[src/rtl/booth2_final_adder_pipe.sv]
// Final carry-propagate stage of the 16x16 signed Booth-2 multiplier: adds the two
// compressed rows in a 2-stage split-carry pipeline with valid/ready on both sides.
module booth2_final_adder_pipe #(
  parameter int SPLIT = 16
) (
  input  logic        sys_clk,
  input  logic        sys_rst,
  input  logic        in_valid,
  output logic        in_ready,
  input  logic [30:0] pp_a,
  input  logic [28:0] pp_b,
  output logic        out_valid,
  input  logic        out_ready,
  output logic [31:0] product
);

  localparam int HW = 32 - SPLIT;

  // Handshake: a transfer happens on a rising edge where valid & ready are both 1;
  // ready never depends on the same side's valid, and data only moves on a transfer.

  logic [31:0]    a_ext;
  logic [31:0]    b_ext;
  logic [SPLIT:0] lo_full;

  logic           s1_valid;
  logic [SPLIT-1:0] lo_sum;
  logic           lo_carry;
  logic [HW-1:0]  a_hi;
  logic [HW-1:0]  b_hi;

  logic           s2_valid;
  logic [31:0]    prod_q;
  logic [HW-1:0]  hi_sum;

  logic           s2_adv;
  logic           in_xfer;

  // pp_b carries weight 2^2, so its two low zero bits are appended here.
  assign a_ext   = {pp_a[30], pp_a};
  assign b_ext   = {pp_b[28], pp_b, 2'b00};
  assign lo_full = {1'b0, a_ext[SPLIT-1:0]} + {1'b0, b_ext[SPLIT-1:0]};
  assign hi_sum  = a_hi + b_hi + {{(HW-1){1'b0}}, lo_carry};

  assign s2_adv    = s1_valid & (!s2_valid | out_ready);
  assign in_ready  = !s1_valid | s2_adv;
  assign in_xfer   = in_valid & in_ready;
  assign out_valid = s2_valid;
  assign product   = prod_q;

  always_ff @(posedge sys_clk) begin
    if (sys_rst) begin
      s1_valid <= 1'b0;
      lo_sum   <= '0;
      lo_carry <= 1'b0;
      a_hi     <= '0;
      b_hi     <= '0;
      s2_valid <= 1'b0;
      prod_q   <= '0;
    end else begin
      if (in_xfer) begin
        lo_sum   <= lo_full[SPLIT-1:0];
        lo_carry <= lo_full[SPLIT];
        a_hi     <= a_ext[31:SPLIT];
        b_hi     <= b_ext[31:SPLIT];
      end
      // A simultaneous advance and new accept keeps s1 occupied with the new pair.
      s1_valid <= in_xfer | (s1_valid & !s2_adv);

      if (s2_adv) begin
        prod_q <= {hi_sum, lo_sum};
      end
      s2_valid <= s2_adv | (s2_valid & !out_ready);
    end
  end

endmodule

[config.mk]
export PLATFORM = sky130hd
export DESIGN_NAME = booth2_final_adder_pipe
export DESIGN_NICKNAME = d
export VERILOG_FILES = /design/src/rtl/booth2_final_adder_pipe.sv
export SDC_FILE = /design/constraint.sdc
export NUM_CORES = 1
export LEC_CHECK = 0
export BUFFER_PORTS_ARGS = -buffer_cell sky130_fd_sc_hd__buf_4
export CAP_MARGIN = 20
export CELL_PAD_IN_SITES_DETAIL_PLACEMENT = 1
export CELL_PAD_IN_SITES_GLOBAL_PLACEMENT = 2
export CORE_MARGIN = 2
export CORE_UTILIZATION = 32
export CTS_BUF_LIST = sky130_fd_sc_hd__clkbuf_4
export DETAILED_ROUTE_END_ITERATION = 6
export PLACE_DENSITY_LB_ADDON = 0.08
export SKIP_LAST_GASP = 1
export SYNTH_ARGS = -nofsm -noshare
export SYNTH_HDL_FRONTEND = slang
export SYNTH_SLANG_ARGS = --single-unit
[constraint.sdc]
create_clock -name sys_clk -period 2.82 [get_ports sys_clk]
set_clock_uncertainty 0.15 [all_clocks]
set_input_delay 0.141 -clock sys_clk [delete_from_list [all_inputs] [get_ports sys_clk]]
set_output_delay 0.141 -clock sys_clk [all_outputs]
set_load 0.02 [all_outputs]
==> results list <==
- Portion of the post-synthesis area used by sequential elements: 39.66%
* Global-route usage over all layers: 17.97%
- Gate count of the mapped netlist: 513
* Post-synthesis share of cell area spent on and, or, nand and nor gates: 21.11%
- Initial cell density of the core: 32.53%
- Yosys mapped the design onto 46 distinct sky130hd cell types.
* Layout overhead on the synthesized area: 35.16%
- The number of global-route vias before repair was 3893.
* Antenna diode count: 0
- The tool flagged a number of max-cap violations equal to 0.
- The post-route netlist has 19.22% of its cells at a drive strength greater than 1.
- Along the worst path, the maximum fanout reaches 4.
- The floorplan has 41 rows.
- Derived from the worst setup path, the maximum achievable clock frequency is 0.3790 GHz.
- # H-tree levels: 3
* Final Max Tran Viols: 0
- In this run the post-CTS setup repair buffer count came out at 0.
* Fin crit share: 93.57%
* Cell family contributing the most delay on the critical path: compound AO/OA/AOI/OAI gates
- The pre-antenna-repair detailed-routing pass consisted of 4 iterations.
- Worst slack at placement: 0.2440 ns
- For the pin with the worst max-slew slack, the measured transition is 0.8726 ns.
- Wire segments on met2 add up to 5134 µm in the final route.
- Clock root buffer: sky130_fd_sc_hd__clkbuf_4
- Tightest hold margin: 0.06866 ns
- The run finished with clean final reports.
- At the worst endpoint, the arrival time is 2.76 ns.
* Yosys warning total: 0
- IO buf count: 97
- By area, the combinational part of the netlist is dominated by compound AO/OA/AOI/OAI gates.
* Number of antenna-violating nets in the routed design: 0
- In this run the cell area of the synthesized design comes to 4089 µm².
* Unrepaired setup endpoints after global routing: false
- Crit path setup slack, layout: 0.1812 ns
- Final min period: 2.639 ns
* Area taken by flip-flops and latches: 1622 µm²
- After clock tree synthesis, the clock-pin slew on the worst setup and hold paths is 0.11 ns.
* Sort of element at the start of the critical path: input pin
- Summing all placed instances gives a cell area of 5004 µm².
* Share of cell area taken by muxes after synthesis: 0%
* Antenna violations before repair: 0
- The worst setup path is captured at a flip-flop.
* Mean instance size in the synthesized netlist: 7.971 µm²
- After detailed routing, the met3 layer carries 416 µm of wire.
- Pleak: 2.421 nW
- The first global-routing pass estimated 19350 µm of wire.
- Overall overflow remaining after global route: 0
* Standard cell core area: 12570 µm²
- Die ar.: 13700 µm²
- The design draws 2.485 mW.
- On the worst path, the slowest cell contributes a delay of 0.54 ns.
- Cells along the critical path: dlygate4sd3_1, buf_4, ha_1, fa_1, a211oi_2, o21ai_1, a31oi_1, o21ai_0, a211oi_1, nor3_1
- Number of nets in the layout: 736
- After synthesis, the share of flip-flops with an asynchronous set or reset is 0%.
- Summing the areas of all xor and xnor instances in the mapped netlist gives 2.570% of the synthesized area.
- The clock drives 81 sinks.
- The die is 117.0 µm wide.
- Entering global routing, the biggest net connects 85 pins.
- TritonCTS built the clock tree.
- The worst register-to-register path has a depth of 9.
- After Yosys synthesis, full adders, half adders and majority gates account for 10.04% of the synthesized area.
- After detailed routing, no signal wire sits above met4.
* Endpoint required time on the critical path: 2.94 ns
- Class of the tightest hold or removal check: input pin to flip-flop
- Y dimension of the die: 117.0 µm
- Number of filler instances in the final layout: 1538
- Detailed-route wire length: 11850 µm
* Detailed-placement wirelength estimate: 8478 µm
- Number of CTS-inserted buffers: 9
- Cell area after layout: 5527 µm²
* Max rail drop VDD: 0.0002205 V
* Share of the synthesized area in compound gates (AO/OA/AOI/OAI): 23.50%
* Worst-skew pair later-pin latency: 0.41 ns
- CP Depth: 10
- Dividing the detail-routed wire length by the instance count gives 14.50 µm.
- In the synthesized netlist the dominant register cell turns out to be sky130_fd_sc_hd__dfxtp_1.
- Setup violations remaining at the end of the flow were counted as 0.
- Vias per cell: 4.875
* Hold depth: 4
- Kind of critical path: input pin to flip-flop
- IO Count: 98
- The multi-input combinational cells in the finished layout cover a total of 2356 µm².
- Final Hold Fails: 0
- The worst register-to-register path begins at lo_carry.
* 1st-iter DRT viols: 169
- Total number of vias: 3983
* Clock tree buffer depth: 2
- The number of nets in the synthesized netlist is 608.
- The synthesized design contains 81 register bits.
- Final GP Congestion: 0.7654
* Slowest cell on the critical path: sky130_fd_sc_hd__dlygate4sd3_1
- The critical path contains buffers and inverters numbering 2 combined.
* Worst min-delay path startpoint: pp_b[13]
- Dividing total power by cell area gives a power density of 449.7 nW/µm².
- After routing, the total negative slack on setup checks comes to 0 ns.
* Remaining max-slew budget at the tightest pin: 41.83%
- For this block, wires on met1 add up to 6193 µm.
- Remaining design rule violation count: 0
- Number of synthesized flops with an enable pin: 0
* Launch point of the critical path: pp_b[0]
cells in the mapped netlist (8+ instances only):
master	instances	area, µm²
sky130_fd_sc_hd__nand3b_1	9	67.56
sky130_fd_sc_hd__a21o_1	16	120.1
sky130_fd_sc_hd__o21ai_0	17	85.08
sky130_fd_sc_hd__a211oi_1	9	67.56
sky130_fd_sc_hd__nand3_1	10	50.05
sky130_fd_sc_hd__nor3_1	8	40.04
sky130_fd_sc_hd__ha_1	28	350.3
sky130_fd_sc_hd__inv_1	10	37.54
sky130_fd_sc_hd__nand2_1	128	480.5
sky130_fd_sc_hd__nor2_1	21	78.83
sky130_fd_sc_hd__clkbuf_1	23	86.33
sky130_fd_sc_hd__xnor2_1	9	78.83
sky130_fd_sc_hd__a21oi_1	81	405.4
sky130_fd_sc_hd__dfxtp_1	81	1622
cells in the final DEF, fill, tap and decap left out, types with 3 or more instances in the layout:
master                            n
sky130_fd_sc_hd__fa_1             3
sky130_fd_sc_hd__ha_1            28
sky130_fd_sc_hd__a22o_1           3
sky130_fd_sc_hd__o21bai_1         3
sky130_fd_sc_hd__nor2b_1          4
sky130_fd_sc_hd__o21a_1           3
sky130_fd_sc_hd__a211oi_1         8
sky130_fd_sc_hd__a21oi_1         80
sky130_fd_sc_hd__nor2_1          21
sky130_fd_sc_hd__clkinv_2         3
sky130_fd_sc_hd__nor3_1           8
sky130_fd_sc_hd__nand3_1         10
sky130_fd_sc_hd__nand3b_1         9
sky130_fd_sc_hd__inv_1           10
sky130_fd_sc_hd__a21o_1          16
sky130_fd_sc_hd__nand2b_1         4
sky130_fd_sc_hd__xnor2_1          9
sky130_fd_sc_hd__buf_4          101
sky130_fd_sc_hd__or3_1            3
sky130_fd_sc_hd__o211ai_1         3
sky130_fd_sc_hd__o31ai_1          3
sky130_fd_sc_hd__xor2_1           3
sky130_fd_sc_hd__dfxtp_1         81
sky130_fd_sc_hd__dlygate4sd3_1   39
sky130_fd_sc_hd__o21ai_0         17
sky130_fd_sc_hd__nand2_1        128
sky130_fd_sc_hd__clkbuf_4        11
final cells by class:
class                   count  share of cell area (%)
clock buffers              11                   1.494
clock inverters             4                  0.8150
inverters                  10                  0.6792
multi-input cells         398                   42.63
flip-flops and latches     81                   29.34
well taps                 172                   3.894
repair buffers            141                   21.15
routing by layer:
| metal | vias to the layer above | track usage, % |
|---|---|---|
| li1 | 2055 | - |
| met1 | 1850 | 26.18 |
| met2 | 69 | 27.09 |
| met3 | 9 | 3.862 |
| met4 | 0 | 4.471 |
| met5 | - | 0 |
path summary, 6_finish.rpt:
path	to	slack, ns
worst max-delay path	lo_carry	0.18
worst min-delay path	lo_carry	0.07
worst max register to register	product[30]	0.28
worst min register to register	lo_sum[9]	0.31
worst reg2reg max path, stage by stage (launching register included):
cell                        delay (ns)
sky130_fd_sc_hd__dfxtp_1          0.35
sky130_fd_sc_hd__fa_1             0.46
sky130_fd_sc_hd__inv_1            0.09
sky130_fd_sc_hd__fa_1             0.17
sky130_fd_sc_hd__nor2b_1          0.07
sky130_fd_sc_hd__o2111ai_1        0.28
sky130_fd_sc_hd__a21oi_1          0.17
sky130_fd_sc_hd__o311ai_1         0.38
sky130_fd_sc_hd__o32ai_1          0.14
sky130_fd_sc_hd__a21o_1           0.19
through the flow:
stage               instances  util [%]
floorplan                 513         -
global placement          763     39.81
detailed placement        763     39.81
CTS                       817     43.93
global route              817     43.97
finish                    817     43.97
power breakdown:
part	internal (mW)	switching, mW	leakage (nW)
Clock	0.282	0.379	0.0765
Sequential	1.21	0.0419	0.664
Combinational	0.273	0.298	1.68
Total	1.77	0.719	2.42
kinds of logic after synthesis:
| kind of cell | count (synthesis) |
|---|---|
| AOI/OAI and AO/OA | 157 |
| buffers and inverters | 34 |
| xor gates and xnor gates | 12 |
| adders and majority gates | 31 |
| DFF | 81 |
| and+or+nand+nor | 198 |
state kept, by name, indices dropped and copies added, names as in the netlist:
register / count
s1_valid: 1
out_valid: 1
lo_sum: 16
lo_carry: 1
product: 32
a_hi: 15
b_hi: 15
timing repair:
action,4_1_cts,5_1_grt
resized for setup,0,1
hold endpoints to repair,36,0
setup endpoints to repair,0,1
hold buffers,39,0
No activity file was read; power rests on OpenSTA's default activity.
